$ cat config.mk
export PLATFORM = sky130hd
export DESIGN_NAME = alu_op_sequencer
export DESIGN_NICKNAME = d
export VERILOG_FILES = /design/src/rtl/alu_seq_pkg.sv /design/src/rtl/seq_wait_timer.sv /design/src/rtl/alu_op_sequencer.sv
export SDC_FILE = /design/constraint.sdc
export NUM_CORES = 1
export LEC_CHECK = 0
export BUFFER_PORTS_ARGS = -buffer_cell sky130_fd_sc_hd__buf_2
export CORE_MARGIN = 5
export CORE_UTILIZATION = 50
export CTS_CLUSTER_SIZE = 25
export DETAILED_ROUTE_END_ITERATION = 6
export GPL_TIMING_DRIVEN = 0
export PLACE_DENSITY = 0.88
export SETUP_SLACK_MARGIN = 0.5
export SLEW_MARGIN = 20
export SYNTH_ARGS = -nofsm -noshare
export SYNTH_HDL_FRONTEND = slang
export SYNTH_SLANG_ARGS = --single-unit
$ cat constraint.sdc
create_clock -name i_clk -period 1.81 [get_ports i_clk]
set_input_delay 0.4525 -clock i_clk [delete_from_list [all_inputs] [get_ports i_clk]]
set_output_delay 0.4525 -clock i_clk [all_outputs]
set_load 0.05 [all_outputs]
$ cat src/rtl/alu_seq_pkg.sv
// Shared types and constants for the ALU operation sequencer.
// State encoding and the ALU function class codes live here so every file agrees on them.
package alu_seq_pkg;

   typedef enum logic [3:0] {
      S_IDLE   = 4'd0,
      S_RD_A   = 4'd1,
      S_WT_A   = 4'd2,
      S_RD_B   = 4'd3,
      S_WT_B   = 4'd4,
      S_EXEC   = 4'd5,
      S_WT_ALU = 4'd6,
      S_TX_LO  = 4'd7,
      S_TX_HI  = 4'd8
   } seq_state_t;

   // Upper two bits of the function code select the operation class.
   localparam logic [1:0] CLS_ARITH = 2'b00;
   localparam logic [1:0] CLS_LOGIC = 2'b01;
   localparam logic [1:0] CLS_CMP   = 2'b10;
   localparam logic [1:0] CLS_SHIFT = 2'b11;

endpackage

$ cat src/rtl/seq_wait_timer.sv
// Wait-state cycle counter for the sequencer.
// Asserts expired during the wait cycle in which the count would reach TIMEOUT.
module seq_wait_timer #(
   parameter int TIMEOUT = 15
) (
   input  logic i_clk,
   input  logic i_rst_n,
   input  logic i_clr,
   input  logic i_run,
   output logic o_expired
);

   localparam int CW = $clog2(TIMEOUT + 1);
   localparam logic [CW-1:0] LAST_CNT = CW'(TIMEOUT - 1);
   localparam logic [CW-1:0] MAX_CNT  = CW'(TIMEOUT);

   logic [CW-1:0] r_count;

   always_ff @(posedge i_clk or negedge i_rst_n) begin
      if (!i_rst_n) begin
         r_count <= '0;
      end else if (i_clr) begin
         r_count <= '0;
      end else if (i_run && (r_count != MAX_CNT)) begin
         r_count <= r_count + 1'b1;
      end
   end

   assign o_expired = i_run && (r_count == LAST_CNT);

endmodule

$ cat src/rtl/alu_op_sequencer.sv
// Sequences one ALU operation per command: read A and B, fire the ALU,
// then return the double-width result as two beats, low half first.
module alu_op_sequencer
   import alu_seq_pkg::*;
#(
   parameter int DATA_WIDTH = 8,
   parameter int ADDR_WIDTH = 4,
   parameter int A_ADDR     = 0,
   parameter int B_ADDR     = 1,
   parameter int TIMEOUT    = 15
) (
   input  logic                    i_clk,
   input  logic                    i_rst_n,
   input  logic                    i_cmd_valid,
   output logic                    o_cmd_ready,
   input  logic [3:0]              i_cmd_fun,
   output logic                    o_rf_rd_en,
   output logic [ADDR_WIDTH-1:0]   o_rf_addr,
   input  logic [DATA_WIDTH-1:0]   i_rf_rd_data,
   input  logic                    i_rf_rd_valid,
   output logic [DATA_WIDTH-1:0]   o_alu_a,
   output logic [DATA_WIDTH-1:0]   o_alu_b,
   output logic [3:0]              o_alu_fun,
   output logic                    o_alu_en,
   input  logic [2*DATA_WIDTH-1:0] i_alu_out,
   input  logic                    i_alu_out_vld,
   output logic                    o_res_valid,
   input  logic                    i_res_ready,
   output logic [DATA_WIDTH-1:0]   o_res_data,
   output logic                    o_busy,
   output logic                    o_err_timeout
);

   seq_state_t                r_state;
   logic                      r_rfRdEn;
   logic [ADDR_WIDTH-1:0]     r_rfAddr;
   logic [DATA_WIDTH-1:0]     r_aluA;
   logic [DATA_WIDTH-1:0]     r_aluB;
   logic [3:0]                r_aluFun;
   logic                      r_aluEn;
   logic [2*DATA_WIDTH-1:0]   r_result;
   logic                      r_resValid;
   logic [DATA_WIDTH-1:0]     r_resData;
   logic                      r_busy;
   logic                      r_errTimeout;

   logic w_timerClr;
   logic w_timerRun;
   logic w_expired;

   // Every wait state is entered from exactly one strobe state, so clearing there restarts the count.
   assign w_timerClr = (r_state == S_RD_A) || (r_state == S_RD_B) || (r_state == S_EXEC);
   assign w_timerRun = (r_state == S_WT_A) || (r_state == S_WT_B) || (r_state == S_WT_ALU);

   seq_wait_timer #(
      .TIMEOUT (TIMEOUT)
   ) u_timer (
      .i_clk     (i_clk),
      .i_rst_n   (i_rst_n),
      .i_clr     (w_timerClr),
      .i_run     (w_timerRun),
      .o_expired (w_expired)
   );

   always_ff @(posedge i_clk or negedge i_rst_n) begin
      if (!i_rst_n) begin
         r_state      <= S_IDLE;
         r_rfRdEn     <= 1'b0;
         r_rfAddr     <= '0;
         r_aluA       <= '0;
         r_aluB       <= '0;
         r_aluFun     <= '0;
         r_aluEn      <= 1'b0;
         r_result     <= '0;
         r_resValid   <= 1'b0;
         r_resData    <= '0;
         r_busy       <= 1'b0;
         r_errTimeout <= 1'b0;
      end else begin
         r_rfRdEn     <= 1'b0;
         r_aluEn      <= 1'b0;
         r_errTimeout <= 1'b0;
         case (r_state)
            S_IDLE: begin
               if (i_cmd_valid) begin
                  r_aluFun <= i_cmd_fun;
                  r_rfRdEn <= 1'b1;
                  r_rfAddr <= ADDR_WIDTH'(A_ADDR);
                  r_busy   <= 1'b1;
                  r_state  <= S_RD_A;
               end
            end
            S_RD_A: r_state <= S_WT_A;
            S_WT_A: begin
               if (i_rf_rd_valid) begin
                  r_aluA   <= i_rf_rd_data;
                  r_rfRdEn <= 1'b1;
                  r_rfAddr <= ADDR_WIDTH'(B_ADDR);
                  r_state  <= S_RD_B;
               end else if (w_expired) begin
                  r_errTimeout <= 1'b1;
                  r_busy       <= 1'b0;
                  r_state      <= S_IDLE;
               end
            end
            S_RD_B: r_state <= S_WT_B;
            S_WT_B: begin
               if (i_rf_rd_valid) begin
                  r_aluB  <= i_rf_rd_data;
                  r_aluEn <= 1'b1;
                  r_state <= S_EXEC;
               end else if (w_expired) begin
                  r_errTimeout <= 1'b1;
                  r_busy       <= 1'b0;
                  r_state      <= S_IDLE;
               end
            end
            S_EXEC: r_state <= S_WT_ALU;
            S_WT_ALU: begin
               if (i_alu_out_vld) begin
                  r_result   <= i_alu_out;
                  r_resValid <= 1'b1;
                  r_resData  <= i_alu_out[DATA_WIDTH-1:0];
                  r_state    <= S_TX_LO;
               end else if (w_expired) begin
                  r_errTimeout <= 1'b1;
                  r_busy       <= 1'b0;
                  r_state      <= S_IDLE;
               end
            end
            S_TX_LO: begin
               if (i_res_ready) begin
                  r_resData <= r_result[2*DATA_WIDTH-1:DATA_WIDTH];
                  r_state   <= S_TX_HI;
               end
            end
            S_TX_HI: begin
               if (i_res_ready) begin
                  r_resValid <= 1'b0;
                  r_busy     <= 1'b0;
                  r_state    <= S_IDLE;
               end
            end
            default: begin
               r_resValid <= 1'b0;
               r_busy     <= 1'b0;
               r_state    <= S_IDLE;
            end
         endcase
      end
   end

   assign o_cmd_ready   = (r_state == S_IDLE);
   assign o_rf_rd_en    = r_rfRdEn;
   assign o_rf_addr     = r_rfAddr;
   assign o_alu_a       = r_aluA;
   assign o_alu_b       = r_aluB;
   assign o_alu_fun     = r_aluFun;
   assign o_alu_en      = r_aluEn;
   assign o_res_valid   = r_resValid;
   assign o_res_data    = r_resData;
   assign o_busy        = r_busy;
   assign o_err_timeout = r_errTimeout;

endmodule
==> key figures <==
Finish
  • Ant. Diodes: 0
  • FF+latch area: 1250 um^2
  • Post-layout net count: 363
  • Filler cell count: 132
  • Layout cell share with drive strength beyond 1: 68.9%
  • Multi-input logic area: 1330 um^2
  • Area growth, synth to finish: 76.2%
  • Cell area after layout: 4020 um^2
  • Core occupancy in the finished layout: 91.7%
  • Number of cells in the finished layout apart from fillers: 380

CTS
  • Clk Tree Root Cell: sky130_fd_sc_hd__clkbuf_8
  • Clk pin slew, worst setup/hold paths: 0.11 ns
  • H-Tree Depth: 2
  • Clock buffers created by TritonCTS: 5
  • Clock tree from TritonCTS: done
  • Clock sink count: 50
  • Maximum number of buffers from clock root to sink: 2
  • Hold-fix buffers at CTS: 0
  • Clock insertion delay at the later pin of the skew report: 0.32 ns

Run status
  • Violated checks: negative setup slack
  • Status: finished with violations

Die
  • Num ports: 72
  • Height of the chip: 77.5 um
  • Die boundary width: 77.5 um
  • Core area: 4380 um^2
  • Full die area: 6010 um^2
  • Initial Utilization: 52.0%
  • Number of cell rows: 24

Timing
  • Worst Skew: 0.0190 ns
  • Least setup slack across all paths after layout: -0.0470 ns
  • Remaining max-slew budget at the tightest pin: 58.4%
  • Setup violations, final: 10
  • Max-slew violation count: 0
  • Transition time at the pin with the least slew margin: 0.624 ns
  • Final critical-path share of the clock period: 103%
  • Unrepaired setup endpoints after global routing: true
  • F_max: 539 MHz
  • Hold Vio Cnt, Final: 0
  • Minimum period implied by the final worst setup slack: 1.86 ns
  • Final-layout setup total negative slack: -0.209 ns

Drt
  • Drt drc: 0
  • Final Routed Wirelength: 9900 um
  • Router iterations before antenna repair: 4
  • Iter 0 DRT Violations: 269
  • Average vias per placed instance: 6.10
  • Routed metal-1 wire length: 3300 um
  • Total via count after detailed routing: 2317
  • WL per Instance: 26.1 um
  • Top layer reached by signal wires: met4
  • Wire length on met2: 4880 um
  • Remaining antenna violation count after routing: 0
  • Length of routed met3 wiring: 997 um

Place
  • Hpwl dp: 3670 um
  • DP Cell Count: 312
  • Routability-driven placement congestion ratio: 0.852
  • Post-place setup slack: 0.137 ns
  • Number of buffers inserted by port buffering: 68
  • Placed instance area: 2810 um^2

Synth
  • Post-synthesis sequential element count: 50
  • Post-synthesis sequential area ratio: 54.9%
  • Post-synthesis instance total: 190
  • Count of yosys warnings during synthesis: 0
  • Post-synth EDFFs: 0
  • Distinct cell type count of the synthesized netlist: 42
  • Syn avg cell area: 12.0 um^2
  • Leading register cell type out of synthesis: sky130_fd_sc_hd__dfrtp_1
  • Area of the mapped netlist: 2280 um^2
  • Async set-or-reset flop fraction in the synthesized netlist: 100%

Critical path
  • Setup CP Type: reg -> reg
  • Critical-path cell list: buf_6 > buf_4 > buf_6 > nor2_4 > nand3b_1 > buf_4 > mux2i_1 > nor2_1
  • Startpoint class of the critical path: flip-flop
  • Crit. path cell count: 8
  • Largest delay contributor family on the critical path: buffers and inverters
  • Signal arrival time at the worst endpoint: 2.05 ns
  • Maximum fanout along the worst path: 5
  • Buffers plus inverters on the worst setup path: 4
  • Critical-path top delay cell: sky130_fd_sc_hd__dfrtp_1
  • Crit path largest cell delay: 0.39 ns
  • Required time worst endpoint: 2.00 ns
  • Worst R2R Path Depth: 8
  • CP Capture Type: flip-flop

Global route
  • Vias in the first global route: 2261
  • Initial antenna violation count: 0
  • Global-route wire length before repair: 11800 um
  • Global route total overflow: 0
  • All-Layer GR Usage: 24.9%
  • Maximum number of pins on one net before global-route repair: 51

Power
  • P per Cell Area: 2280 nW/um^2
  • Peak supply drop: 2320 uV
  • Cell leakage power: 2.01 nW

Run
  • Max-cap check violation count: 0

Hold path
  • Path category of the worst min-delay check: in -> async
==> routing by layer <==
layer	vias up	global-route usage, %
met3	63	7.18
li1	945	-
met1	1126	28.0
met5	-	0
met2	183	44.2
met4	0	9.79
==> power by group <==
part / switching [W] / internal [W] / total, W
Combinational: 0.00334 / 0.00292 / 0.00626
Clock: 0.000434 / 0.000287 / 0.000722
Sequential: 0.000535 / 0.00165 / 0.00219
Total: 0.00431 / 0.00486 / 0.00917
==> cells in the final DEF (no fill, tap or decap), types with 2 or more instances in the layout <==
cell	netlist	routed
sky130_fd_sc_hd__a21oi_1	13	5
sky130_fd_sc_hd__nand2_1	5	2
sky130_fd_sc_hd__nand3b_1	3	3
sky130_fd_sc_hd__inv_2	0	2
sky130_fd_sc_hd__dfrtp_2	0	2
sky130_fd_sc_hd__conb_1	1	3
sky130_fd_sc_hd__dfrtp_1	50	48
sky130_fd_sc_hd__buf_2	6	33
sky130_fd_sc_hd__a211oi_2	0	2
sky130_fd_sc_hd__nor2_1	19	6
sky130_fd_sc_hd__inv_1	8	6
sky130_fd_sc_hd__clkbuf_8	0	5
sky130_fd_sc_hd__o211ai_1	2	2
sky130_fd_sc_hd__a21oi_2	0	8
sky130_fd_sc_hd__buf_6	1	60
sky130_fd_sc_hd__clkinv_4	0	2
sky130_fd_sc_hd__mux2i_1	9	9
sky130_fd_sc_hd__buf_12	0	3
sky130_fd_sc_hd__mux2_4	0	29
sky130_fd_sc_hd__nor2_4	0	10
sky130_fd_sc_hd__buf_4	4	39
sky130_fd_sc_hd__nor2_2	1	4
sky130_fd_sc_hd__nand3_4	0	3
sky130_fd_sc_hd__nor2b_4	1	2
sky130_fd_sc_hd__nand3_1	6	5
sky130_fd_sc_hd__buf_8	0	3
==> cells by family (layout without fill, tap and decap cells) <==
group           after synthesis  count (layout)  synth area share [%]
simple gates                 48              49                  11.6
fa+ha+maj                     2               2                  1.10
flops                        50              50                  54.9
compound gates               30              30                  8.83
mux                          38              38                  18.3
other cells                   1               3                 0.164
xor+xnor                      2               2                 0.768
buf+inv                      19             154                  4.44
==> state kept, by name, indices dropped and copies added (netlist names), 4 cells and up <==
signal and flops:
o_alu_a 8, o_res_data 8, u_timer.r_count 4, r_result 8, o_alu_fun 4, r_state 4, o_alu_b 8
==> metrics by stage <==
step,power (W),hold slack [ns]
global placement,0.00545,0.482
finish,0.00917,0.140
CTS,0.00764,0.356
detailed placement,0.00557,0.488
global route,0.00948,0.184
floorplan,0.00478,0.157
==> cell usage after synthesis (all sizes together) (2+ instances only) <==
cell type / instances / area share [%]
a211oi: 3 / 0.99
a21oi: 13 / 2.9
buf: 11 / 3.1
dfrtp: 50 / 55
ha: 2 / 1.1
inv: 8 / 1.3
mux2: 29 / 14
mux2i: 9 / 3.9
nand2: 5 / 0.82
nand3: 7 / 1.8
nand3b: 3 / 0.99
nor2: 20 / 3.4
nor2b: 3 / 1.2
o211ai: 2 / 0.66
o21ai: 2 / 0.44
o22ai: 2 / 0.82
xnor2: 2 / 0.77
==> cell type report <==
type,count,area share [%]
Tap cell,52,1.62
Clock buffer,5,1.71
Inverter,8,0.747
Clock inverter,3,0.716
Buffer,11,3.11
Sequential cell,50,31.2
Timing Repair Buffer,127,27.7
Multi-Input combinational cell,124,33.2
==> worst register-to-register path: cells and delay by family, from the launching register on <==
kind / cells / cell delay, ns
buf+inv: 4 / 0.55
simple gates: 3 / 0.46
flops: 1 / 0.39
mux: 1 / 0.33
==> worst paths after layout <==
kind	startpoint	endpoint	slack (ns)
min in group i_clk	i_alu_out[8]	r_result[8]	0.37
worst max-delay path	r_state[1]	u_timer.r_count[1]	-0.05
max in group asynchronous	i_rst_n	r_state[3]	1.20
worst min register to register	r_result[14]	r_result[14]	0.53
worst max register to register	r_state[1]	u_timer.r_count[1]	-0.05
worst min-delay path	i_rst_n	o_alu_b[4]	0.14
==> what timing repair did <==
action | CTS | global route
resized for setup | 120 | 56
buffers inserted | 25 | 33
gates cloned | 2 | 0
setup endpoints to repair | 78 | 84
pin swaps | 15 | 25
endpoints found under the hold margin | 0 | 0
(Power assumes the default switching activity.)
